$ cat src/rtl/rom_arbiter.sv
// rom_arbiter: two-port read arbiter in front of a shared, single-ported ROM.
//
// Port 0 is the CPU fetch side and port 1 is the debug/loader side. At most one
// request is accepted per cycle. The grant is decided combinationally in the
// request cycle. The ROM returns registered data one cycle later. The response
// is steered back to the owner recorded at grant time.
//
// Arbitration modes, selected by FIXED_PRI:
//   0 : round-robin. On contention, the port not granted most recently wins.
//   1 : fixed priority to port 0, with a starvation guard. Once port 1 has been
//       denied STARVE_LIMIT consecutive cycles, it is forced through.
//       STARVE_LIMIT must lie in 1..15 because the counter is 4 bits wide.
//
// Ports:
//   HCLK                   single clock, all state on the rising edge
//   HRESETn                asynchronous active-low reset; also masks grants
//   m0_req / m1_req        read request; held with the address until the grant
//   m0_addr / m1_addr      13-bit word address
//   m0_gnt / m1_gnt        request accepted this cycle
//   m0_rvalid / m1_rvalid  read data valid, one cycle after the grant
//   m0_rdata / m1_rdata    read data; zero whenever rvalid is low
//   rom_cs                 ROM select (any grant)
//   rom_addr               granted address, zero when idle
//   rom_rdata              ROM registered read data
module rom_arbiter #(
  parameter int unsigned FIXED_PRI    = 0,
  parameter int unsigned STARVE_LIMIT = 4
) (
  input  logic        HCLK,
  input  logic        HRESETn,

  input  logic        m0_req,
  input  logic [12:0] m0_addr,
  output logic        m0_gnt,
  output logic        m0_rvalid,
  output logic [31:0] m0_rdata,

  input  logic        m1_req,
  input  logic [12:0] m1_addr,
  output logic        m1_gnt,
  output logic        m1_rvalid,
  output logic [31:0] m1_rdata,

  output logic        rom_cs,
  output logic [12:0] rom_addr,
  input  logic [31:0] rom_rdata
);

  localparam bit         FixedMode   = (FIXED_PRI != 0);
  localparam logic [3:0] StarveLimit = 4'(STARVE_LIMIT);

  // Arbitration and response-tracking state.
  logic       last_grant_q, last_grant_d;   // 1 = port 1 was granted most recently
  logic [3:0] starve_cnt_q, starve_cnt_d;
  logic       owner_vld_q,  owner_vld_d;
  logic       owner_id_q,   owner_id_d;

  // Winner on contention: 1 selects port 1.
  logic       pick_m1;

  always_comb begin
    pick_m1 = 1'b0;
    if (FixedMode) begin
      pick_m1 = (starve_cnt_q == StarveLimit);
    end else begin
      pick_m1 = ~last_grant_q;
    end
  end

  // Grant decision. Reset masks the grants combinationally. This keeps a
  // requester from being told its access was accepted while the response
  // path is held cleared.
  always_comb begin
    m0_gnt = 1'b0;
    m1_gnt = 1'b0;
    if (HRESETn) begin
      if (m0_req && m1_req) begin
        m0_gnt = ~pick_m1;
        m1_gnt = pick_m1;
      end else begin
        m0_gnt = m0_req;
        m1_gnt = m1_req;
      end
    end
  end

  always_comb begin
    rom_cs   = m0_gnt | m1_gnt;
    rom_addr = 13'h0;
    if (m1_gnt) begin
      rom_addr = m1_addr;
    end else if (m0_gnt) begin
      rom_addr = m0_addr;
    end
  end

  // Next-state logic.
  always_comb begin
    last_grant_d = last_grant_q;
    if (rom_cs) begin
      last_grant_d = m1_gnt;
    end

    // Count consecutive denials of port 1. Any gap in its request restarts
    // the count, so only an unbroken wait earns a forced grant.
    starve_cnt_d = 4'h0;
    if (FixedMode && m1_req && !m1_gnt) begin
      if (starve_cnt_q < StarveLimit) begin
        starve_cnt_d = starve_cnt_q + 4'h1;
      end else begin
        starve_cnt_d = starve_cnt_q;
      end
    end

    owner_vld_d = rom_cs;
    owner_id_d  = m1_gnt;
  end

  // After reset, last_grant points at port 1, so port 0 wins the first
  // contention in round-robin mode.
  always_ff @(posedge HCLK or negedge HRESETn) begin
    if (!HRESETn) begin
      last_grant_q <= 1'b1;
      starve_cnt_q <= 4'h0;
      owner_vld_q  <= 1'b0;
      owner_id_q   <= 1'b0;
    end else begin
      last_grant_q <= last_grant_d;
      starve_cnt_q <= starve_cnt_d;
      owner_vld_q  <= owner_vld_d;
      owner_id_q   <= owner_id_d;
    end
  end

  // Response steering. The ROM data lines are only forwarded to the owner of
  // the access completing this cycle.
  always_comb begin
    m0_rvalid = owner_vld_q & ~owner_id_q;
    m1_rvalid = owner_vld_q &  owner_id_q;
    m0_rdata  = m0_rvalid ? rom_rdata : 32'h0;
    m1_rdata  = m1_rvalid ? rom_rdata : 32'h0;
  end

endmodule

$ cat config.mk
export PLATFORM = sky130hd
export DESIGN_NAME = rom_arbiter
export DESIGN_NICKNAME = d
export VERILOG_FILES = /design/src/rtl/rom_arbiter.sv
export SDC_FILE = /design/constraint.sdc
export NUM_CORES = 1
export LEC_CHECK = 0
export ABC_AREA = 0
export CAP_MARGIN = 20
export CELL_PAD_IN_SITES_DETAIL_PLACEMENT = 0
export CELL_PAD_IN_SITES_GLOBAL_PLACEMENT = 1
export CORE_MARGIN = 4
export CORE_UTILIZATION = 10
export CTS_CLUSTER_SIZE = 8
export DETAILED_ROUTE_END_ITERATION = 8
export PLACE_DENSITY_LB_ADDON = 0.1
export SYNTH_ARGS = -nofsm -noshare
export SYNTH_HDL_FRONTEND = slang
export SYNTH_SLANG_ARGS = --single-unit
$ cat constraint.sdc
create_clock -name HCLK -period 1.1 [get_ports HCLK]
set_input_delay 0.22 -clock HCLK [delete_from_list [all_inputs] [get_ports HCLK]]
set_output_delay 0.22 -clock HCLK [all_outputs]
set_load 0.005 [all_outputs]
==> flow_summary.yaml <==
status:
  status: "complete, but fails checks"
  violations: "setup timing"
synth:
  synth_seq_cells: 3
  avgSynthCellArea_um2: 6.21
  synthesis.instances: 133
  ys_types: 16
  syn-num-nets: 195
  yosysWarnings: 0
  yosysSeqAreaShare_pct: 9.24
  syn-cell-area_um2: 826
setup_path:
  crit_arrival_ns: 1.36
  crit_start: "owner_vld_q"
  end_kind: "output port"
  reg2reg_from: "last_grant_q"
  cp_max_fo: 6
  start_kind: "register"
  crit_type: "register to output port"
  cp.required_ns: 0.88
sta:
  setup_ws_ns: -0.485
  setup_viol: 81
  maxSlewHeadroom_pct: 89.0
  holdWs_ns: 0.130
  rsz0062_at_grt: "yes"
  post-route-min-period_ns: 1.58
  slew_viol_final: 0
  period_share_pct: 144
  fin_worst_skew_ns: 0.000483
  timing.fmax_mhz: 631
  finalHoldViolCount: 0
  tightest_slew_ns: 0.164
  fin_tns_setup_ns: -32.50
floorplanning:
  dieArea_um2: 9780
  dieWidth_um: 98.9
  rows: 32
  start_util_pct: 10.5
  core_um2: 7890
  ios: 144
  die-height_um: 98.9
clock_tree:
  cts_inserted_buffers: 3
  clk_pin_slew_worst_paths_ns: 0.03
  worstSkewPairLatency_ns: 0.21
  clock-root-buffer: "clkbuf_8"
  cts_tree: "done"
  cts_num_sinks: 3
  cts_max_path_buffers: 2
  htree_levels: 1
flow_run:
  cap_viol_max_count: 0
global_routing:
  antenna_found_initial: 0
  grt_pass1_vias: 1750
  grt_max_degree: 27
  grt_pass1_wl_um: 9320
  grt.overflow.total: 0
  grt.total_usage_pct: 11.6
pwr:
  seqPwrFrac_pct: 9.2
  p_int_uw: 1110
  power.switching_uw: 504
  p_clk_share_pct: 19.6
  p_sw_share_pct: 31.2
  power_density_nw_per_um2: 545
  p_leak_uw: 0.00141
  ir_worst_vdd_v: 0.000287
  pwr-share-comb_pct: 71.2
place:
  dpl.hpwl_um: 4120
  placedCellCount: 376
  place_congestion: 0.737
  place_area_um2: 2440
  port_buffers: 143
cells_and_area:
  fin_util_pct: 37.5
  drive_gt1_share_pct: 62.3
  fin_cells: 402
  fin_nets: 363
  area_growth_pct: 259
  fin_area_um2: 2960
  antenna_cells: 0
drt:
  initialDrtViolationCount: 9
  final_antenna_net_count: 0
  vias: 1622
  wl_per_cell_um: 15.0
  drc: 0
  drt_wl_total_um: 6030
  firstDrtPassIters: 4
  via_per_inst: 4.03
min_path:
  min_path_type: "input pin to async pin"
[area by class of cell]
type	count	area, um^2
sequential	3	77.6
fill	845	4930
clock buffer	4	45.0
tap	102	128
timing repair buffer	177	1770
multi-input combinational	114	936
inverter	2	7.51
[critical path, cell delays in order, from the launching register on]
cell	delay (ns)
dfrtp_1	0.38
nor2b_4	0.14
buf_6	0.11
buf_6	0.12
buf_16	0.13
and2_1	0.14
buf_2	0.13
[synth_stat cells]
| cell | number | area share (%) |
|---|---|---|
| buf_6 | 4 | 5.5 |
| dfrtp_1 | 2 | 6.1 |
| nor2b_4 | 1 | 1.7 |
| a21oi_1 | 1 | 0.61 |
| and2_1 | 33 | 25 |
| nor2_1 | 4 | 1.8 |
| inv_1 | 2 | 0.91 |
| dfstp_2 | 1 | 3.2 |
| clkbuf_1 | 6 | 2.7 |
| o22ai_1 | 13 | 9.8 |
| buf_2 | 2 | 1.2 |
| and3_1 | 32 | 24 |
| a31oi_1 | 1 | 0.76 |
| nand2_1 | 28 | 13 |
| buf_4 | 2 | 1.8 |
| o21ai_4 | 1 | 2.0 |
[power by group through the flow]
stage               clock, uW  sequential (uW)  combinational [uW]
CTS                       329              149                1100
detailed placement          0              147                 861
global route              336              149                1240
finish                    317              148                1150
floorplan                   0              146                 268
global placement            0              147                 873
[what timing repair did]
item | 4_1_cts | 5_1_grt
pin swaps | 25 | 10
hold buffers | 0 | 1
setup endpoints to repair | 83 | 82
buffers inserted | 13 | 3
endpoints found under the hold margin | 0 | 2
resized for setup | 426 | 49
cloned | 8 | 2
[state kept, by name, indices dropped and copies added, names as in the netlist]
| signal | count |
|---|---|
| last_grant_q | 1 |
| owner_id_q | 1 |
| owner_vld_q | 1 |
[through the flow]
step	power, uW	setup WS (ns)
floorplan	414	-0.0451
global placement	1020	-0.873
detailed placement	1010	-0.882
CTS	1580	-0.493
global route	1720	-0.517
finish	1620	-0.485
[kinds of logic (layout without fill, tap and decap cells)]
logic type	after synthesis	count (layout)	share of synthesized area [%]
and+or+nand+nor	98	98	65.5
buffers and inverters	16	183	12.1
AOI/OAI and AO/OA	16	16	13.2
DFF	3	3	9.24
[path summary, 6_finish.rpt]
path	to	slack [ns]	depth (start not counted)
worst min-delay path	last_grant_q	0.13	2
worst min register to register	last_grant_q	0.68	3
worst max register to register	owner_id_q	0.08	4
min in group HCLK	owner_id_q	0.36	3
max in group asynchronous	owner_id_q	0.44	3
worst max-delay path	m0_rdata[6]	-0.48	6
[cells in the final DEF, fill, tap and decap left out, drive strengths merged, types with 2 or more instances in the layout]
cell type / count
buf: 115
and2: 33
inv: 2
nor2: 4
dfrtp: 2
clkbuf: 7
o22ai: 13
nand2: 28
clkdlybuf4s50: 58
and3: 32
[metal layers]
layer  vias up  GRT usage, %  wire length (um)
met3         6          2.69               627
met1       738          12.9              2200
met5         -             0                 0
li1        789             -                 -
met4         0          2.73                76
met2        89          22.3              3120
No activity file was read; power rests on OpenSTA's default activity.
